==> src/rtl/proc_pkg.sv <==
// Shared opcode encodings, instruction field positions and small decode helpers
// used by the fetch, decode and execute stages.
package proc_pkg;

  localparam int DATA_W = 8;
  localparam int REG_N  = 4;
  localparam int RA_W   = 2;

  // Field slice positions inside the 5-bit low field
  localparam int RT_MSB   = 4;
  localparam int RT_LSB   = 3;
  localparam int IMM5_MSB = 4;
  localparam int IMM3_MSB = 2;

  typedef enum logic [2:0] {
    OP_ADD  = 3'b000,
    OP_SUB  = 3'b001,
    OP_ADDI = 3'b010,
    OP_LW   = 3'b011,
    OP_SW   = 3'b100,
    OP_BEQ  = 3'b101,
    OP_J    = 3'b110,
    OP_NOP  = 3'b111
  } opcode_e;

  typedef struct packed {
    logic reg_write;
    logic mem_read;
    logic mem_write;
    logic branch;
  } ctrl_t;

  function automatic logic [DATA_W-1:0] sext5(input logic [4:0] v);
    return {{3{v[4]}}, v};
  endfunction

  function automatic logic [DATA_W-1:0] sext3(input logic [2:0] v);
    return {{5{v[2]}}, v};
  endfunction

  function automatic ctrl_t decode_ctrl(input logic [2:0] op);
    ctrl_t c;
    c = '0;
    case (op)
      OP_ADD, OP_SUB, OP_ADDI: c.reg_write = 1'b1;
      OP_LW: begin
        c.reg_write = 1'b1;
        c.mem_read  = 1'b1;
      end
      OP_SW:   c.mem_write = 1'b1;
      OP_BEQ:  c.branch    = 1'b1;
      default: c = '0;
    endcase
    return c;
  endfunction

endpackage

==> src/rtl/regfile4x8.sv <==
// Four 8-bit registers, one write port and two combinational read ports that
// forward same-cycle write-back data.
module regfile4x8
  import proc_pkg::*;
(
  input  logic              clk,
  input  logic              rst,
  input  logic              we_i,
  input  logic [RA_W-1:0]   waddr_i,
  input  logic [DATA_W-1:0] wdata_i,
  input  logic [RA_W-1:0]   raddr_a_i,
  input  logic [RA_W-1:0]   raddr_b_i,
  output logic [DATA_W-1:0] rdata_a_o,
  output logic [DATA_W-1:0] rdata_b_o
);

  logic [DATA_W-1:0] regs_q [REG_N];

  always_ff @(posedge clk or posedge rst) begin
    if (rst) begin
      for (int i = 0; i < REG_N; i++) regs_q[i] <= 8'h00;
    end else if (we_i) begin
      regs_q[waddr_i] <= wdata_i;
    end
  end

  always_comb begin
    if (we_i && (waddr_i == raddr_a_i)) rdata_a_o = wdata_i;
    else                                rdata_a_o = regs_q[raddr_a_i];
    if (we_i && (waddr_i == raddr_b_i)) rdata_b_o = wdata_i;
    else                                rdata_b_o = regs_q[raddr_b_i];
  end

endmodule

==> src/rtl/id_stage.sv <==
// Decode stage: IF/ID and ID/EX pipeline registers, register file access,
// immediate/control decode, jump resolution and load-use stall detection.
module id_stage
  import proc_pkg::*;
(
  input  logic        clk,
  input  logic        rst,
  input  logic        if_valid,
  input  logic [2:0]  if_opcode,
  input  logic [1:0]  if_rs,
  input  logic [4:0]  if_low5,
  input  logic [7:0]  if_pc_next,
  input  logic        flush,
  input  logic        wb_we,
  input  logic [1:0]  wb_addr,
  input  logic [7:0]  wb_data,
  output logic        stall_o,
  output logic        jump_o,
  output logic [7:0]  jump_target,
  output logic        ex_valid,
  output logic [2:0]  ex_op,
  output logic [1:0]  ex_rd,
  output logic [7:0]  ex_rs_val,
  output logic [7:0]  ex_rt_val,
  output logic [7:0]  ex_imm,
  output logic [7:0]  ex_pc_next,
  output logic        ex_reg_write,
  output logic        ex_mem_read,
  output logic        ex_mem_write,
  output logic        ex_branch
);

  logic       ifid_valid_q, ifid_valid_d;
  logic [2:0] ifid_op_q, ifid_op_d;
  logic [1:0] ifid_rs_q, ifid_rs_d;
  logic [4:0] ifid_low5_q, ifid_low5_d;
  logic [7:0] ifid_pc_q, ifid_pc_d;

  logic       ex_valid_q, ex_valid_d;
  logic [2:0] ex_op_q, ex_op_d;
  logic [1:0] ex_rd_q, ex_rd_d;
  logic [7:0] ex_rs_val_q, ex_rs_val_d;
  logic [7:0] ex_rt_val_q, ex_rt_val_d;
  logic [7:0] ex_imm_q, ex_imm_d;
  logic [7:0] ex_pc_q, ex_pc_d;
  ctrl_t      ex_ctrl_q, ex_ctrl_d;

  logic [1:0] rt_s;
  logic [7:0] rs_val_s, rt_val_s, imm_s;
  logic       uses_rs_s, uses_rt_s, load_use_s, stall_s, jump_s, issue_s;
  ctrl_t      ctrl_s;

  assign rt_s = ifid_low5_q[RT_MSB:RT_LSB];

  regfile4x8 u_rf (
    .clk       (clk),
    .rst       (rst),
    .we_i      (wb_we),
    .waddr_i   (wb_addr),
    .wdata_i   (wb_data),
    .raddr_a_i (ifid_rs_q),
    .raddr_b_i (rt_s),
    .rdata_a_o (rs_val_s),
    .rdata_b_o (rt_val_s)
  );

  always_comb begin
    uses_rs_s = 1'b0;
    uses_rt_s = 1'b0;
    imm_s     = sext5(ifid_low5_q[IMM5_MSB:0]);
    case (ifid_op_q)
      OP_ADD, OP_SUB, OP_BEQ: begin
        uses_rs_s = 1'b1;
        uses_rt_s = 1'b1;
      end
      OP_ADDI: uses_rs_s = 1'b1;
      OP_LW: begin
        uses_rt_s = 1'b1;
        imm_s     = sext3(ifid_low5_q[IMM3_MSB:0]);
      end
      OP_SW: begin
        uses_rs_s = 1'b1;
        uses_rt_s = 1'b1;
        imm_s     = sext3(ifid_low5_q[IMM3_MSB:0]);
      end
      default: begin
        uses_rs_s = 1'b0;
        uses_rt_s = 1'b0;
      end
    endcase
  end

  assign ctrl_s     = decode_ctrl(ifid_op_q);
  assign load_use_s = ifid_valid_q & ex_valid_q & ex_ctrl_q.mem_read &
                      ((uses_rs_s & (ex_rd_q == ifid_rs_q)) | (uses_rt_s & (ex_rd_q == rt_s)));
  // flush overrides both the stall and the jump redirect
  assign stall_s    = load_use_s & ~flush & ~rst;
  assign jump_s     = ifid_valid_q & (ifid_op_q == OP_J) & ~flush & ~rst;
  assign issue_s    = ifid_valid_q & ~flush & ~stall_s & (ifid_op_q != OP_J);

  assign stall_o     = stall_s;
  assign jump_o      = jump_s;
  assign jump_target = {3'b000, ifid_low5_q};

  always_comb begin
    ifid_valid_d = if_valid;
    ifid_op_d    = if_opcode;
    ifid_rs_d    = if_rs;
    ifid_low5_d  = if_low5;
    ifid_pc_d    = if_pc_next;
    if (flush || jump_s) begin
      ifid_valid_d = 1'b0;
    end else if (stall_s) begin
      ifid_valid_d = ifid_valid_q;
      ifid_op_d    = ifid_op_q;
      ifid_rs_d    = ifid_rs_q;
      ifid_low5_d  = ifid_low5_q;
      ifid_pc_d    = ifid_pc_q;
    end else begin
      ifid_valid_d = if_valid;
    end
  end

  always_comb begin
    ex_valid_d  = issue_s;
    ex_op_d     = ifid_op_q;
    ex_rd_d     = ifid_rs_q;
    ex_rs_val_d = rs_val_s;
    ex_rt_val_d = rt_val_s;
    ex_imm_d    = imm_s;
    ex_pc_d     = ifid_pc_q;
    if (issue_s) ex_ctrl_d = ctrl_s;
    else         ex_ctrl_d = '0;
  end

  always_ff @(posedge clk or posedge rst) begin
    if (rst) begin
      ifid_valid_q <= 1'b0;
      ifid_op_q    <= 3'b000;
      ifid_rs_q    <= 2'b00;
      ifid_low5_q  <= 5'b00000;
      ifid_pc_q    <= 8'h00;
    end else begin
      ifid_valid_q <= ifid_valid_d;
      ifid_op_q    <= ifid_op_d;
      ifid_rs_q    <= ifid_rs_d;
      ifid_low5_q  <= ifid_low5_d;
      ifid_pc_q    <= ifid_pc_d;
    end
  end

  always_ff @(posedge clk or posedge rst) begin
    if (rst) begin
      ex_valid_q  <= 1'b0;
      ex_op_q     <= 3'b000;
      ex_rd_q     <= 2'b00;
      ex_rs_val_q <= 8'h00;
      ex_rt_val_q <= 8'h00;
      ex_imm_q    <= 8'h00;
      ex_pc_q     <= 8'h00;
      ex_ctrl_q   <= '0;
    end else begin
      ex_valid_q  <= ex_valid_d;
      ex_op_q     <= ex_op_d;
      ex_rd_q     <= ex_rd_d;
      ex_rs_val_q <= ex_rs_val_d;
      ex_rt_val_q <= ex_rt_val_d;
      ex_imm_q    <= ex_imm_d;
      ex_pc_q     <= ex_pc_d;
      ex_ctrl_q   <= ex_ctrl_d;
    end
  end

  assign ex_valid     = ex_valid_q;
  assign ex_op        = ex_op_q;
  assign ex_rd        = ex_rd_q;
  assign ex_rs_val    = ex_rs_val_q;
  assign ex_rt_val    = ex_rt_val_q;
  assign ex_imm       = ex_imm_q;
  assign ex_pc_next   = ex_pc_q;
  assign ex_reg_write = ex_ctrl_q.reg_write;
  assign ex_mem_read  = ex_ctrl_q.mem_read;
  assign ex_mem_write = ex_ctrl_q.mem_write;
  assign ex_branch    = ex_ctrl_q.branch;

endmodule

==> config.mk <==
export PLATFORM = sky130hd
export DESIGN_NAME = id_stage
export DESIGN_NICKNAME = d
export VERILOG_FILES = /design/src/rtl/proc_pkg.sv /design/src/rtl/regfile4x8.sv /design/src/rtl/id_stage.sv
export SDC_FILE = /design/constraint.sdc
export NUM_CORES = 1
export LEC_CHECK = 0
export CAP_MARGIN = 25
export CORE_MARGIN = 3
export CORE_UTILIZATION = 50
export DETAILED_ROUTE_END_ITERATION = 8
export GPL_TIMING_DRIVEN = 1
export PLACE_DENSITY = 0.79
export SETUP_SLACK_MARGIN = 0.4
export SYNTH_ARGS = -nofsm -noshare
export SYNTH_HDL_FRONTEND = slang
export SYNTH_SLANG_ARGS = --single-unit
==> constraint.sdc <==
create_clock -name clk -period 3.9 [get_ports clk]
set_input_delay 0.975 -clock clk [delete_from_list [all_inputs] [get_ports clk]]
set_output_delay 0.975 -clock clk [all_outputs]
set_load 0.05 [all_outputs]
==> impl_results.md, run 1 <==
* Die Footprint at just under 9000 um^2
* Startpoint Class: flop
* LEAKAGE at around 2.1 nW
* Slew margin rel. at 0.4770
* Post-synth EDFFs at 0
* #FFs+latches synth at 90
* Status: completed
* Mapped Area at ~3900 um^2
* Sequential-to-total area share from yosys stat at 0.5778
* Slew Viols, Final at 0
* RR Endpoint: ifid_low5_q[3]
* Mux contribution to synthesized area at 0.2986
* Worst hold-check path type: reg -> reg
* Final setup vio count at 0
* Drt pass-1 iters at 4
* Pin count of the biggest net entering global routing at 42
* Total CTS buffers at 9
* Kind of cell adding the most delay to the critical path: buffers and inverters
* Final WS setup at between 0.7 and 0.8 ns
* Async SR Flop Fraction at 1.000
* CTS sink cnt at 90
* Worst Hold Path Cells at 0
* Remaining DRCs at 0
* Fmax achieved at 317.9 MHz
* PortBufs at approximately 80
* Setup TNS Final at 0 ns
* Flop2flop setup slack at about 1.4 ns
* Starting Density at 0.5261
* Hold Buf Count CTS at 0
* First-pass GRT wire length at roughly 13000 um
* # H-tree levels at 3
* Clk_lat worst skew at between 0.3 and 0.4 ns
* Post-DRT Antenna Nets at 0
* GRT Util Overall at 0.1985
* Largest stage delay on the critical path at about 0.95 ns
* Routability Congestion at around 0.79
* Slowest stage cell, crit path: clkdlybuf4s50_1
* Synth Area in XOR/XNOR at 0.01348
* Dominant synthesized flop cell: dfrtp_1
* Clk_skew at 0.008333 ns
* Initial antenna violation count at 0
* Synth-to-Final Area Change at 28.35%
* Post-synthesis simple-gate area fraction at 0.04366
* Layout fillers at around 520
* Synth warn at 0
* Reg clk slew, reported paths at 0.09 ns
* I/O Pins at between 80 and 90
* CP endpoint kind: primary output
* Netlist cell types at 37
* Post-layout net count at 356
* Hold Path Origin: ex_pc_d[6]
* Worst slack, placed at about 0.81 ns
* Post-Syn Area per Cell at 15.84 um^2
* Post-synthesis cell count at around 250
* GR Overflow Total at 0
* Post-DR wirelength/cell at 18.39 um
* Core Region at about 7400 um^2
* WP data required at around 3 ns
* Reg2reg path depth at 5
* Row count at 31
* CTS tree: done
* Critical path arrival at around 2.2 ns
* Setup bufs post-CTS at 0
* Maxcap violations at 0
* Critical path launch point: ifid_low5_q[3]
* Unrepaired setup endpoints after global routing: false
* Least-Margin Pin Slew at 0.7845 ns
* Adder-cell area share of the yosys netlist at 0
* Vias per cell at approximately 5.5
* Number of global-route vias before repair at about 2500
* Die X at about 94 um
* Tcrit/Tclk final at 0.8066
* Final min period at about 3.1 ns
* Pwr dens at 499.2 nW/um^2
* Worst-path maximum fanout at 16
* Cell total after placement at 411
* WS Path Type: reg -> out
* Final Hold Viols at 0
* Clock Path Buffers at 2
* Main combinational cell family by area after synthesis: multiplexers
* Die H at about 94 um
* Cells along the critical path: clkdlybuf4s50_1
* Reg-to-Reg Start: ifid_low5_q[3]
* Fraction of the mapped netlist area in compound gates at 0.02408
* Drt first-iter violations at 60
* Max IR drop VDD at 0.3064 mV
* Core Util, Final at 0.6752
* Hold Crit Endpoint: ex_pc_next[6]
* Clk root buf: clkbuf_8
* Post_cts resized at 0
* Vias at 2352
* Layout cells sized above 1 at 0.3232
* Routed wire length at 7851 um
* Worst Path Buf+Inv at 1
* HPWL after DPL at 5444 um
* Final non-filler cell total at between 400 and 500
* Antenna cells at 0
[cells by family after synthesis]
| family | count (synthesis) |
|---|---|
| xor+xnor | 6 |
| mux | 82 |
| other cells | 1 |
| buf+inv | 25 |
| flops | 90 |
| compound gates | 13 |
| simple gates | 29 |
[registers in the layout (all words and copies together), names as in the netlist]
| register | flops |
|---|---|
| ex_valid | 1 |
| ex_op | 3 |
| ex_pc_next | 8 |
| ifid_valid_q | 1 |
| ex_rd_d | 2 |
| ex_rd | 2 |
| ex_pc_d | 8 |
| ex_mem_write | 1 |
| ex_rt_val | 8 |
| ifid_low5_q | 5 |
| ex_imm | 5 |
| ex_branch | 1 |
| ex_rs_val | 8 |
| u_rf.regs_q | 32 |
| ex_op_d | 3 |
| ex_reg_write | 1 |
| ex_mem_read | 1 |
[layout make-up]
| type | instances | area (um^2) | share of cell area |
|---|---|---|---|
| clock buffers | 10 | 137.6 | 0.02751 |
| clock inverters | 6 | 97.59 | 0.01951 |
| inverters | 3 | 12.51 | 0.002501 |
| multi-input cells | 133 | 1498 | 0.2994 |
| flip-flops and latches | 90 | 2252 | 0.4502 |
| well taps | 99 | 123.9 | 0.02476 |
| repair buffers | 86 | 880.8 | 0.1761 |
[layout by cell type, fill, tap and decap left out, drive strengths merged, types with 3 or more instances in the layout]
| cell type | netlist | routed |
|---|---|---|
| a21oi | 5 | 5 |
| buf | 14 | 7 |
| clkbuf | 8 | 10 |
| clkdlybuf4s50 | 0 | 79 |
| clkinv | 0 | 3 |
| conb | 1 | 3 |
| dfrtp | 90 | 90 |
| inv | 3 | 4 |
| mux2 | 66 | 66 |
| mux4 | 16 | 16 |
| nand2b | 5 | 5 |
| nand3 | 3 | 3 |
| nor2 | 5 | 5 |
| xnor2 | 5 | 5 |
[where the power goes]
part	switching [mW]	leakage (nW)	total, mW	internal [mW]
clock network	0.343	0.119	0.731	0.387
registers	0.0783	1.07	1.14	1.06
logic	0.341	0.881	0.631	0.291
total	0.762	2.07	2.50	1.74
[worst reg2reg max path, delay by kind of cell, from the launching register on]
family                 cells  cell delay, ns
multiplexers               1            0.40
AO/OA/AOI/OAI              2            0.58
buffers and inverters      1            0.38
flip-flops                 1            0.68
AND/OR/NAND/NOR            1            0.35
[synth_stat cells, types with 3 or more instances]
master,n,area share
inv_1,3,0.0029
nand2b_1,5,0.0080
mux4_1,3,0.020
clkbuf_1,8,0.0077
nor2_1,5,0.0048
buf_4,9,0.017
a21oi_1,4,0.0051
mux2_4,13,0.050
dfrtp_1,90,0.58
xnor2_1,5,0.011
mux4_2,13,0.075
nand3_1,3,0.0039
mux2_2,53,0.15
[worst max path at each step]
stage                                end  cells after the start  slack (ns)
after global routing      jump_target[3]                      1        0.62
after detailed placement         stall_o                      5        0.81
after global placement           stall_o                      5        0.85
after CTS                 jump_target[3]                      1        0.71
final                     jump_target[3]                      1        0.75
after floorplan                ex_branch                      1        0.59
[stage by stage]
| step | area (um^2) | total power, mW | hold slack [ns] |
|---|---|---|---|
| floorplan | 3911 | 1.578 | 0.3539 |
| global placement | 4747 | 1.769 | 0.3614 |
| detailed placement | 4767 | 1.790 | 0.3644 |
| CTS | 5002 | 2.516 | 0.3887 |
| global route | 5002 | 2.603 | 0.4055 |
| finish | 5002 | 2.497 | 0.3871 |
[layer usage]
layer  track usage  wire length, um  vias to the layer above
met3       0.03446              351                       10
met5             0                0                        -
met1        0.2486             3137                     1220
met2        0.3398             4218                       80
li1              -                -                     1042
met4       0.08303              143                        0
Power figures use the tool's default switching activity.
==> inputs of run 2 (changes only) <==
--- a/config.mk
+++ b/config.mk
@@ -7,10 +7,10 @@
 export LEC_CHECK = 0
 export CAP_MARGIN = 25
 export CORE_MARGIN = 3
-export CORE_UTILIZATION = 50
+export CORE_UTILIZATION = 46
 export DETAILED_ROUTE_END_ITERATION = 8
 export GPL_TIMING_DRIVEN = 1
-export PLACE_DENSITY = 0.79
+export PLACE_DENSITY = 0.77
 export SETUP_SLACK_MARGIN = 0.4
 export SYNTH_ARGS = -nofsm -noshare
 export SYNTH_HDL_FRONTEND = slang
==> constraint.sdc (replaced) <==
create_clock -name clk -period 2.7 [get_ports clk]
set_input_delay 0.675 -clock clk [delete_from_list [all_inputs] [get_ports clk]]
set_output_delay 0.675 -clock clk [all_outputs]
set_load 0.05 [all_outputs]
==> run 2 against run 1 <==
Against the previous run:
- clock power up 18%
- count of clock-buffer cells in the layout decreased by 1
- core utilization down 2.6 points
- worst setup slack got worse by 0.40 ns
- first-iteration DRC count is 32% higher
- via count increased by 0.68%
- clock skew up 0.0044 ns
- cell count up 5.6%
- register-to-register slack got worse by 0.69 ns
- non-clock buffer count rose by 21
- critical path type unchanged
- largest power group unchanged
==> impl_results.md, run 2 (synthesized netlist as in run 1, its figures left out) <==
* Number of global-route vias before repair at 2456 (was 2512)
* Vias per cell at 5.251 (was 5.508)
* Core Region at 7968 um^2 (was 7408 um^2)
* Worst-path maximum fanout at 4 (was 16)
* Commonest non-fill, non-tap cell in the layout: dfrtp_1 (unchanged)
* Unrepaired setup endpoints after global routing: true (was false)
* Routed wire length at 7989 um (was 7851 um)
* Clk_lat worst skew at 0.35 ns (was 0.36 ns)
* CP endpoint kind: primary output (unchanged)
* RR Endpoint: ifid_low5_q[3] (unchanged)
* PnR Total Power at 3.436 mW (was 2.497 mW)
* Die Footprint at 9613 um^2 (was 8891 um^2)
* Cell total after placement at 424 (was 411)
* Max reg flops at 32 (unchanged)
* Slew margin rel. at 0.6334 (was 0.4770)
* First-pass GRT wire length at 12730 um (was 13150 um)
* Cells along the critical path: nand2b_1 > a221o_1 > a21oi_4 > buf_12 (was clkdlybuf4s50_1)
* Drt first-iter violations at 79 (was 60)
* Remaining DRCs at 0 (unchanged)
* Post-DR wirelength/cell at 17.71 um (was 18.39 um)
* Synth-to-Final Area Change at 32.68% (was 28.35%)
* Final min period at 2.348 ns
* Final non-filler cell total at 451 (was 427)
* Die X at 98.05 um (was 94.29 um)
* Post-DRT Antenna Nets at 0 (unchanged)
* Die H at 98.05 um (was 94.29 um)
* # H-tree levels at 3 (unchanged)
* Pin count of the biggest net entering global routing at 38 (was 42)
* Worst Path Buf+Inv at 1 (unchanged)
* Total CTS buffers at 9 (unchanged)
* Slew Viols, Final at 0 (unchanged)
* Reg-to-Reg Start: ex_op_d[2] (was ifid_low5_q[3])
* Critical path launch point: ex_op_d[2] (was ifid_low5_q[3])
* LEAKAGE at 2.170 nW (was 2.070 nW)
* I/O Pins at 85 (unchanged)
* End point of the critical path: stall_o (was jump_target[3])
* Initial antenna violation count at 0 (unchanged)
* Worst hold-check path type: reg -> reg (unchanged)
* Flop2flop setup slack at 0.72 ns (was 1.41 ns)
* Startpoint Class: flop (unchanged)
* Final Hold Viols at 0 (unchanged)
* Critical path depth at 4 (was 1)
* Drt pass-1 iters at 4 (unchanged)
* Clk_skew at 0.01278 ns (was 0.008333 ns)
* Antenna cells at 0 (unchanged)
* Fmax achieved at roughly 430 MHz
* Setup TNS Final at 0 ns (unchanged)
* CTS tree: done (unchanged)
* Layout cells sized above 1 at 0.3868 (was 0.3232)
* Kind of cell adding the most delay to the critical path: compound AO/OA/AOI/OAI gates (was buffers and inverters)
* Core Util, Final at 0.6490 (was 0.6752)
* Pwr dens at 664.4 nW/um^2 (was 499.2 nW/um^2)
* GRT Util Overall at 0.1683 (was 0.1985)
* PortBufs at 81 (unchanged)
* Starting Density at 0.4892 (was 0.5261)
* Largest Register: u_rf.regs_q (unchanged)
* Slowest stage cell, crit path: dfrtp_1 (was clkdlybuf4s50_1)
* Vias at 2368 (was 2352)
* Hold Slack at 0.3852 ns (was 0.3871 ns)
* WS Path Type: reg -> out (unchanged)
* Clk root buf: clkbuf_8 (unchanged)
* Most frequent cells in the layout: dfrtp_1 (85), clkdlybuf4s50_1 (73), mux2_2 (53) (was dfrtp_1 (90), clkdlybuf4s50_1 (79), mux2_2 (53))
* Clock Path Buffers at 2 (unchanged)
* WP data required at 2.03 ns (was 2.92 ns)
* Final setup vio count at 0 (unchanged)
* Maxcap violations at 0 (unchanged)
* Critical path arrival at 1.67 ns (was 2.17 ns)
* Routability Congestion at 0.8067 (was 0.7937)
* Hold Buf Count CTS at 0 (unchanged)
* Status: completed (unchanged)
* Least-Margin Pin Slew at 0.5482 ns (was 0.7845 ns)
* Tcrit/Tclk final at 0.8695
* HPWL after DPL at 5524 um (was 5444 um)
* GR Overflow Total at 0 (unchanged)
* Max IR drop VDD at 0.3201 mV (was 0.3064 mV)
* Largest stage delay on the critical path at 0.39 ns (was 0.95 ns)
* Reg clk slew, reported paths at 0.10 ns (was 0.09 ns)
* Post-layout net count at 377 (was 356)
* Row count at 32 (was 31)
* CTS sink cnt at 90 (unchanged)
* Reg2reg path depth at 6 (was 5)
run 2: changes by cell type in the layout (fill, tap and decap cells not counted), moves of 2 or more:
cell,delta
dlygate4sd2_1,+4
bufinv_16,-2
dlymetal6s2s_1,+2
buf_6,+4
clkinvlp_4,+4
buf_4,+16
dfrtp_1,-5
dfrtp_2,+5
clkdlybuf4s50_1,-6
run 2: area by class of cell:
type                            count  area [um^2]
Tap cell                          102        127.6
Clock inverter                      7        60.06
Inverter                            3        15.01
Fill cell                         598         2796
Multi-Input combinational cell    133         1520
Sequential cell                    90         2258
Clock buffer                        9        123.9
Timing Repair Buffer              107         1066
run 2: how the worst min path moves through the flow:
stage / start / endpoint / slack [ns] / cells past startpoint
final: ex_pc_d[3] / ex_pc_next[3] / 0.39 / 0
after floorplan: ex_pc_d[0] / ex_pc_next[0] / 0.35 / 0
after global routing: ex_pc_d[3] / ex_pc_next[3] / 0.40 / 0
after CTS: ex_pc_d[3] / ex_pc_next[3] / 0.39 / 0
after detailed placement: ex_pc_d[3] / ex_pc_next[3] / 0.36 / 0
after global placement: ex_pc_d[3] / ex_pc_next[3] / 0.36 / 0
run 2: routing by layer:
layer / vias up / track usage / routed length [um] / part of all wire
met3: 10 / 0.03857 / 278 / 0.035
met5: - / 0 / 0 / 0
li1: 1077 / - / - / -
met4: 0 / 0.05325 / 122 / 0.015
met2: 57 / 0.2874 / 4252 / 0.53
met1: 1224 / 0.2136 / 3335 / 0.42
run 2: worst reg2reg max path: cells and delay by family, from the launching register on:
family | cells | cell delay (ns)
DFF | 1 | 0.39
buffers and inverters | 2 | 0.34
AOI/OAI and AO/OA | 2 | 0.58
muxes | 1 | 0.37
and+or+nand+nor | 1 | 0.20
run 2: report_power, final:
part	switching [mW]	leakage (nW)	internal (mW)
Combinational	0.507	1.02	0.438
Sequential	0.103	1.06	1.53
Clock	0.510	0.0844	0.349
Total	1.12	2.17	2.31
run 2: timing repair:
item / 4_1_cts / 5_1_grt
endpoints found under the hold margin: 0 / 0
resized for setup: 7 / 10
buffers inserted: 6 / 5
endpoints found under the setup margin: 5 / 4
pin swaps: 4 / 4
gates cloned: 0 / 0
run 2: per-stage QoR:
step                      setup WS [ns]  area (um^2)
after floorplan                  0.3741         3935
after global placement           0.2493         4872
after detailed placement         0.2207         4872
after CTS                        0.2501         5105
after global routing             0.2955         5171
final                            0.3523         5171
==> patch: new RTL, flow settings as in run 2 <==
`REG_N`: 4 -> 2.
--- a/src/rtl/proc_pkg.sv
+++ b/src/rtl/proc_pkg.sv
@@ -4,5 +4,5 @@
 
   localparam int DATA_W = 8;
-  localparam int REG_N  = 4;
+  localparam int REG_N  = 2;
   localparam int RA_W   = 2;
 
Formal check against the unedited RTL: not equivalent (Yosys sat finds a counterexample within 4 cycles, from zero or initial values and one cycle with rst high).
==> patch against run 2 <==
  * Non-clock buffer count is 14 lower
  * Area after synthesis is 24% lower
  * Sequential share of layout area is 1.7 points higher
  * Cell area is 21% lower
  * Worst setup slack worse by 0.036 ns
  * Combinational power is 22% lower
  * Wire length is 25% lower
  * Largest power group unchanged
  * Via count is 17% lower
  * Sequential cell count is 16 lower
  * Total power is 16% lower
  * Die area is 22% lower
==> patch: results (changes against run 2) <==
Synth area leaders=dfrtp_1 (62%), mux2_2 (7.9%), mux2i_1 (5.4%); Final GP Congestion=0.796 (-1.3%); Met2 Wirelength=2840 um (-33%); clk_skew=0.00825 ns (-0.00453 ns); DR pass1 iterations=4 (unchanged); max reg flops=16 (-50%); multiplexer share of the synthesized area=18.3% (-12 points); xor and xnor area share after synthesis=1.77% (+0.42 points); layout cells sized above 1=18.3% (-20 points); Iteration-0 DRC Markers=59 (-25%); outcome=completed; DP HPWL=3990 um (-28%); Slew HR=64.7% (+1.4 points); placed inst area=3860 um2 (-21%); vias in the first global route=1936 (-21%); routed len/inst=15.3 um (-13%); fin nets=345 (-8.5%); DR vias=1972 (-17%); Commonest cells post-synth=dfrtp_1 (74), mux2_2 (21), nor2_1 (21); sequential fraction of the synthesis area=62.2% (+4.5 points); Max IR drop VDD=0.000465 V (+45%); largest net degree at the start of global routing=75 (+97%); Tot GR Track Use=16.9% (+0.054 points); first-pass GRT wire length=9630 um (-24%); Leakage=1.74 nW (-20%); area fraction in compound gates after synthesis=5.85% (+3.4 points); routed length on met1=2610 um (-22%); Met3 Routed Length=457 um (+64%); Distinct cells, synth=35 (-5.4%); Clk pin slew, worst setup/hold paths=0.08 ns (-0.02 ns); CP arrival=1.71 ns (+0.04 ns); Largest Register=u_rf.regs_q; Min-Delay Path Class=reg2reg
## patch: cell families (layout without fill, tap and decap cells)
family,Yosys count,after routing
flops,74,74
mux,50,50
compound gates,29,29
xor+xnor,6,6
other cells,1,3
buf+inv,21,112
simple gates,43,43
## patch: final timing paths
kind	from	to	slack (ns)	cells after the start
worst min register to register	ex_pc_d[3]$_DFFE_PP0P_	ex_pc_next[3]$_DFF_PP0_	0.38	0
min in group asynchronous	rst	ex_reg_write$_DFF_PP0_	0.63	3
max in group asynchronous	rst	ex_op_d[0]$_DFFE_PP0P_	1.76	3
worst max register to register	ifid_low5_q[3]$_DFFE_PP0P_	ex_op_d[1]$_DFFE_PP0P_	0.65	5
worst min-delay path	ex_pc_d[3]$_DFFE_PP0P_	ex_pc_next[3]$_DFF_PP0_	0.38	0
worst max-delay path	ifid_low5_q[3]$_DFFE_PP0P_	stall_o	0.32	4
## patch: cell type report
class	count	area [um2]
Inverter	3	15.0
Fill cell	464	2000
Clock inverter	6	66.3
Timing Repair Buffer	93	927
Sequential cell	74	1860
Tap cell	75	93.8
Clock buffer	10	128
Multi-Input combinational cell	131	1000
## patch: critical path: stages (launching register included)
cell	delay [ns]
dfrtp_4	0.49
or2_0	0.20
a221o_1	0.34
a21oi_4	0.18
buf_12	0.16
## patch: what timing repair did
action,CTS,global route
endpoints found under the setup margin,5,2
pin swaps,1,1
gates cloned,0,0
gates resized for setup,7,1
setup buffers,4,1
## patch: metrics by stage
step,setup slack (ns),hold slack (ns),cells,total power [mW]
after floorplan,0.334,0.350,226,1.81
after global placement,0.238,0.358,371,2.05
after detailed placement,0.189,0.359,371,2.07
after CTS,0.308,0.377,391,2.90
after global routing,0.289,0.386,392,3.00
final,0.316,0.376,392,2.88
## patch: power breakdown
part / internal (mW) / total, mW / switching, mW / leakage (nW)
logic: 0.285 / 0.736 / 0.451 / 0.776
clock network: 0.428 / 0.833 / 0.405 / 0.0889
registers: 1.24 / 1.31 / 0.0688 / 0.874
## patch: routing by layer
layer | track usage, % | up-vias
met4 | 7.51 | 0
met1 | 21.6 | 941
met5 | 0 | -
met3 | 4.66 | 11
met2 | 26.9 | 73
li1 | - | 947
